## src/rtl/btn_cmd_gen.sv

```systemverilog
// btn_cmd_gen: front-panel command generator.
// Synchronizes and debounces the Next/Pre/Verify buttons and the Stop switch,
// then issues one-cycle command pulses (one per cycle, priority Next > Pre > Verify)
// and the debounced Stop level. Presses arriving together are queued as pending bits.
// Optional feature: define AUTOREPEAT_EN to let held Next/Pre buttons auto-repeat.
module btn_cmd_gen #(
    parameter int DEBOUNCE_CYCLES = 1000000,
    parameter int REPEAT_DELAY    = 50000000,
    parameter int REPEAT_PERIOD   = 20000000
) (
    input  logic CLK_in,
    input  logic Reset,
    input  logic BtnNext_raw,
    input  logic BtnPre_raw,
    input  logic BtnVerify_raw,
    input  logic SwStop_raw,
    output logic Next,
    output logic Pre,
    output logic Verify,
    output logic Stop
);

    // Channel index: 0 = Next, 1 = Pre, 2 = Verify, 3 = Stop
    localparam int NCH = 4;
    localparam int CW  = (DEBOUNCE_CYCLES < 1) ? 1 : $clog2(DEBOUNCE_CYCLES + 1);

    logic [NCH-1:0] raw_in;
    logic [NCH-1:0] s1_q;
    logic [NCH-1:0] s2_q;
    logic [NCH-1:0] stable_q;
    logic [NCH-1:0] stable_d;
    logic [CW-1:0]  cnt_q [NCH];
    logic [CW-1:0]  cnt_d [NCH];

    logic [2:0] press_evt;
    logic [2:0] repeat_evt;
    logic [2:0] pending_q;
    logic [2:0] pending_d;
    logic [2:0] cmd_q;
    logic [2:0] cmd_d;

    assign raw_in = {SwStop_raw, BtnVerify_raw, BtnPre_raw, BtnNext_raw};

    // Debounce: the count runs only while the synchronized input disagrees with
    // the accepted level; any agreement (a bounce back) restarts it from zero.
    for (genvar gi = 0; gi < NCH; gi++) begin : g_deb
        logic          same;
        logic [CW-1:0] cnt_inc;
        logic          hit;

        assign same        = (s2_q[gi] == stable_q[gi]);
        assign cnt_inc     = cnt_q[gi] + CW'(1);
        assign hit         = !same && (cnt_inc == CW'(DEBOUNCE_CYCLES));
        assign cnt_d[gi]   = (same || hit) ? '0 : cnt_inc;
        assign stable_d[gi] = hit ? s2_q[gi] : stable_q[gi];
    end

    // Synchronizer, debounce counter and accepted-level registers
    always_ff @(posedge CLK_in) begin
        if (Reset) begin
            s1_q     <= '0;
            s2_q     <= '0;
            stable_q <= '0;
            for (int i = 0; i < NCH; i++) cnt_q[i] <= '0;
        end else begin
            s1_q     <= raw_in;
            s2_q     <= s1_q;
            stable_q <= stable_d;
            for (int i = 0; i < NCH; i++) cnt_q[i] <= cnt_d[i];
        end
    end

    // A press is the accepted level rising; detected on the same edge it is accepted
    assign press_evt = stable_d[2:0] & ~stable_q[2:0];

`ifdef AUTOREPEAT_EN
    localparam int RW = $clog2(REPEAT_DELAY + REPEAT_PERIOD + 1);

    logic [RW-1:0] rep_q [2];
    logic [RW-1:0] rep_d [2];

    // Repeat timers for Next and Pre. After the first repeat at REPEAT_DELAY the
    // timer folds back to REPEAT_DELAY so later repeats come every REPEAT_PERIOD.
    // A release accepted on the firing edge suppresses that repeat.
    for (genvar gi = 0; gi < 2; gi++) begin : g_rep
        logic [RW-1:0] rep_inc;
        logic          at_first;
        logic          at_period;

        assign rep_inc   = rep_q[gi] + RW'(1);
        assign at_first  = (rep_inc == RW'(REPEAT_DELAY));
        assign at_period = (rep_inc == RW'(REPEAT_DELAY + REPEAT_PERIOD));
        assign repeat_evt[gi] = stable_q[gi] && stable_d[gi] && (at_first || at_period);
        assign rep_d[gi] = !stable_q[gi] ? '0 :
                           at_period     ? RW'(REPEAT_DELAY) : rep_inc;
    end
    assign repeat_evt[2] = 1'b0;

    // Repeat timer registers
    always_ff @(posedge CLK_in) begin
        if (Reset) begin
            for (int i = 0; i < 2; i++) rep_q[i] <= '0;
        end else begin
            for (int i = 0; i < 2; i++) rep_q[i] <= rep_d[i];
        end
    end
`else
    assign repeat_evt = 3'b000;
`endif

    // Arbiter: grant the highest-priority pending command, keep the rest queued,
    // and merge in new events (an already-pending bit stays single).
    always_comb begin
        cmd_d = 3'b000;
        if (pending_q[0])      cmd_d = 3'b001;
        else if (pending_q[1]) cmd_d = 3'b010;
        else if (pending_q[2]) cmd_d = 3'b100;
        pending_d = (pending_q & ~cmd_d) | press_evt | repeat_evt;
    end

    // Pending bits and registered command pulses
    always_ff @(posedge CLK_in) begin
        if (Reset) begin
            pending_q <= '0;
            cmd_q     <= '0;
        end else begin
            pending_q <= pending_d;
            cmd_q     <= cmd_d;
        end
    end

    assign Next   = cmd_q[0];
    assign Pre    = cmd_q[1];
    assign Verify = cmd_q[2];
    assign Stop   = stable_q[3];

endmodule

```

## config.mk

```make
export PLATFORM = sky130hd
export DESIGN_NAME = btn_cmd_gen
export DESIGN_NICKNAME = d
export VERILOG_FILES = /design/src/rtl/btn_cmd_gen.sv
export SDC_FILE = /design/constraint.sdc
export NUM_CORES = 1
export LEC_CHECK = 0
export CELL_PAD_IN_SITES_DETAIL_PLACEMENT = 1
export CELL_PAD_IN_SITES_GLOBAL_PLACEMENT = 1
export CORE_AREA = 2 2 102 114
export DETAILED_ROUTE_END_ITERATION = 10
export DIE_AREA = 0 0 104 116
export PLACE_DENSITY_LB_ADDON = 0.1
export SLEW_MARGIN = 10
export SYNTH_ARGS = -nofsm -noshare
export SYNTH_HDL_FRONTEND = slang
export SYNTH_SLANG_ARGS = --single-unit
```

## constraint.sdc

```tcl
create_clock -name CLK_in -period 3.45 [get_ports CLK_in]
set_input_delay 0.69 -clock CLK_in [delete_from_list [all_inputs] [get_ports CLK_in]]
set_output_delay 0.69 -clock CLK_in [all_outputs]
set_load 0.05 [all_outputs]
```

== Yosys cells after proc, flatten, opt, wreduce, memory -nomap -nowiden ==
Memories as Yosys holds them, arrays and structs flattened.
Index checks and enable logic that the tools add are counted.
Operators by class
  add/sub/neg operators: 4
  eq/ne operators: 8
  multiplexer cells: 17
  bitwise operators: 9
  reductions and logical operators: 12
Operators with widths (number)
  $mux 20: 8
  $add 20x1->20 const B: 4
  $eq 20x20->1 const B: 4
  $mux 3: 3
  $and 3x3->3: 2
  $mux 1: 6
  $not 3->3: 2
  $eq 1x1->1: 4
  $logic_and 1x1->1: 4
  $logic_not 1->1: 4
  $logic_or 1x1->1: 4
  $or 1x1->1: 4
  $or 3x3->3: 1
Storage, ports and cells
  bits in registers: 18
  bits in writable memories: 80
  input bits: 6
  output and inout bits: 4
  logic and storage cells: 57
  memories kept: 1
Memories
  cnt_q: words 4, width 20, rd ports 4, clocked after Yosys merged registers in 0, write ports 4, RTL line 32  | logic [CW-1:0] cnt_q [NCH];

== Depth between registers and ports, before layout ==
An unclocked memory read counts as a cell.
  word-level depth: 7
  gate-level depth with buffers: 11
  gate-level depth less buffers: 8

== Worst setup path before layout ==
OpenSTA, ideal clock, no wires.
  path type: flip-flop to flip-flop
  from: mem cnt_q[2][0] (netlist bit)
  to: mem cnt_q[2][14] (netlist bit)
  setup time: 0.127 ns
  data arrival time: 2.257 ns
  required time: 3.323 ns
  setup slack: 1.065 ns
  stages on the path, launching flop included: 9
  path buffers: 0
  period minus slack after synthesis: 2.385 ns
  cells stage by stage: dfxtp_1 ha_1 nand4_1 nor3_1 mux2_2 nor3b_1 o2111ai_1 o21bai_2 nor2_1
RTL lines (RTL line)
  start, declared: 32

==> qor.yml <==
final_layout:
  finalNetCount: 604
  area_growth_pct: 8.69
  layout_common_cells: "dfxtp_1, nor2_1, xnor2_1, nand2_1, xor2_1"
  drive_gt1_frac: 0.0736
  final_common_cell: "dfxtp_1"
  diodes: 0
clock_tree:
  clkTransAtPathRegs_ns: 0.06
  clk_path_buf_depth: 2
  cts_tree: "built"
  clock-sinks: 98
  h-tree-depth: 3
  cts_setup_buffers: 0
  root_buffer: "clkbuf_16"
  clk_latency_ns: 0.34
  cts-hold-fix-buffers: 0
  cts_resized: 0
  cts_buffers: 9
critical_path:
  crit_path_max_fanout: 9
  slowest_delay_ns: 0.47
  r2r_slack_ns: 0.51
  required_ns: 3.67
  cp-end-kind: "flip-flop"
  rr_endpoint: "cnt_q[2][9]$_SDFF_PP0_"
  worst_path_max_delay_cell: "nor3_1"
  reg2reg_depth: 8
  critPathKind: "flip-flop to flip-flop"
  cp.arrival_ns: 3.15
  path_cells: "ha_1, nand4_1, nor3_1, mux2_2, nor3b_1, o2111ai_1, o21bai_2, nor2_1"
  cp-start-kind: "flip-flop"
  r2r-start: "cnt_q[2][0]$_SDFF_PP0_"
logic_synthesis:
  synth_compound_area_frac: 0.106
  synth_fa_ha_area_frac: 0.00974
  synth_area_um2: 5140
  synth_xor_area_frac: 0.126
  async_flop_share: 0
  syn_area_per_cell_um2: 8.60
  synth_top_family_by_area: "simple AND/OR/NAND/NOR gates"
  synth_mux_area_frac: 0.0217
  syn-num-nets: 608
  synthFlopType: "dfxtp_1"
  synth.yosys.seq_area_share: 0.382
  synth_cell_types: 72
  synth-seq-cells: 98
  yosysWarnings: 0
  synth_edf_count: 0
  syn-instance-count: 598
  synth_simple_gate_area_frac: 0.305
pwr:
  ir_worst_vdd_mv: 0.184
  powerDensity_nw_per_um2: 400
  p_total_mw: 2.23
  power.leakage_nw: 1.69
timing:
  fmax_ghz: 0.340
  setup_tns_ns: 0
  period_minus_slack_ns: 2.94
  final.setup.worst_slack_ns: 0.512
  rsz0062_at_grt: "no"
  max_slew.worst_pin.slew_ns: 0.728
  hold_violations: 0
  slew-limit-headroom: 0.510
  setup_viol: 0
  period_share: 0.852
  slew_violations: 0
  skew_ns: 0.00966
global_route:
  grt_max_degree: 18
  antenna_found_initial: 0
  grt_pass1_vias: 4142
  grt_usage: 0.199
  grt-ovfl-total: 0
  grt_pass1_wl_um: 19700
detailed_routing:
  route.detailed.wl_per_inst_um: 15.3
  routed_wirelength_um: 11400
  ant_nets: 0
  vias: 4131
  vias_per_cell: 5.54
  drcViolationCount: 0
  dr.first_iter.drc_count: 136
  firstDrtPassIters: 4
die:
  dieArea_um2: 12100
  initial_core_util: 0.475
  rows: 40
  die_w_um: 104
  core-area_um2: 10800
  io_pins: 10
  die_h_um: 116
hold_path:
  hold_start: "s1_q[0]$_SDFF_PP0_"
  hold_path_class: "flip-flop to flip-flop"
  min_path_cells: 1
  hold_end: "s2_q[0]$_SDFF_PP0_"
job:
  drv_cap: 0
place:
  place.gp.congestion: 0.830
  io_buffers: 9
  hpwl_um: 8040
  pre_cts_ws_ns: 0.574
run_status:
  status: "completed"
[critical path, delay by kind of cell, from the launching register on]
kind,cells,cell delay (ns)
simple gates,4,1.12
compound gates,2,0.67
flops,1,0.39
mux,1,0.38
fa+ha+maj,1,0.25
[flip-flops by register name, indices dropped and copies added, names as in the netlist]
| signal | count |
|---|---|
| s1_q | 4 |
| cmd_q | 3 |
| pending_q | 3 |
| s2_q | 4 |
| cnt_q | 80 |
| stable_q | 4 |
[cells in the mapped netlist, types with 6 or more instances]
master,n,share of area
xnor2_1,46,0.078
and3_1,6,0.0073
buf_6,6,0.013
nand3_1,26,0.025
xor2_1,28,0.048
and4_1,6,0.010
o21ai_0,17,0.017
mux2i_1,10,0.019
nor4_1,18,0.022
nand4_1,24,0.029
nor3_1,14,0.014
nor2b_1,11,0.013
dfxtp_1,98,0.38
inv_1,22,0.016
a21oi_1,8,0.0078
clkbuf_1,12,0.0088
buf_2,7,0.0068
or3_1,8,0.0097
nand2_1,36,0.026
nand2b_1,11,0.013
nor2_1,95,0.069
[worst max-delay path by stage]
| stage | start | to | slack, ns |
|---|---|---|---|
| after global routing | cnt_q[2][0]$_SDFF_PP0_ | cnt_q[2][19]$_SDFF_PP0_ | 0.20 |
| final | cnt_q[2][0]$_SDFF_PP0_ | cnt_q[2][9]$_SDFF_PP0_ | 0.51 |
| after global placement | cnt_q[1][0]$_SDFF_PP0_ | cnt_q[1][16]$_SDFF_PP0_ | 0.66 |
| after detailed placement | cnt_q[2][0]$_SDFF_PP0_ | cnt_q[2][6]$_SDFF_PP0_ | 0.57 |
| after floorplan | cnt_q[2][0]$_SDFF_PP0_ | cnt_q[2][14]$_SDFF_PP0_ | 1.07 |
| after CTS | cnt_q[2][0]$_SDFF_PP0_ | cnt_q[2][6]$_SDFF_PP0_ | 0.49 |
[through the flow]
stage	instance area [um2]	instances	hold slack [ns]	utilization
3_3_place_gp	5280	730	0.419	0.488
5_1_grt	5590	745	0.456	0.517
4_1_cts	5590	745	0.444	0.517
6_report	5590	745	0.441	0.517
2_1_floorplan	5140	598	0.414	-
3_5_place_dp	5280	730	0.429	0.488
[power breakdown]
group          internal [mW]  total (mW)  leakage (nW)  switching, mW
Combinational         0.0135      0.0292         0.751         0.0157
Clock                  0.635        1.07         0.150          0.430
Sequential              1.14        1.14         0.791        0.00344
[layout make-up]
type | count | area (um2)
timing repair buffer | 14 | 128
multi-input combinational | 449 | 2920
clock buffer | 11 | 233
fill | 1312 | 5220
inverter | 22 | 82.6
tap | 147 | 184
sequential | 98 | 1960
clock inverter | 4 | 77.6
[layer usage]
layer	track usage	vias up	wire length, um
li1	-	2100	-
met1	0.256	1989	5600
met2	0.346	32	5480
met3	0.0219	10	175
met4	0.0730	0	150
met5	0	-	0
[kinds of logic after synthesis]
group / after synthesis
flip-flops: 98
multiplexers: 11
AO/OA/AOI/OAI: 71
buffers and inverters: 51
adder cells (fa/ha/maj): 4
AND/OR/NAND/NOR: 289
XOR/XNOR: 74
(Power assumes the default switching activity.)
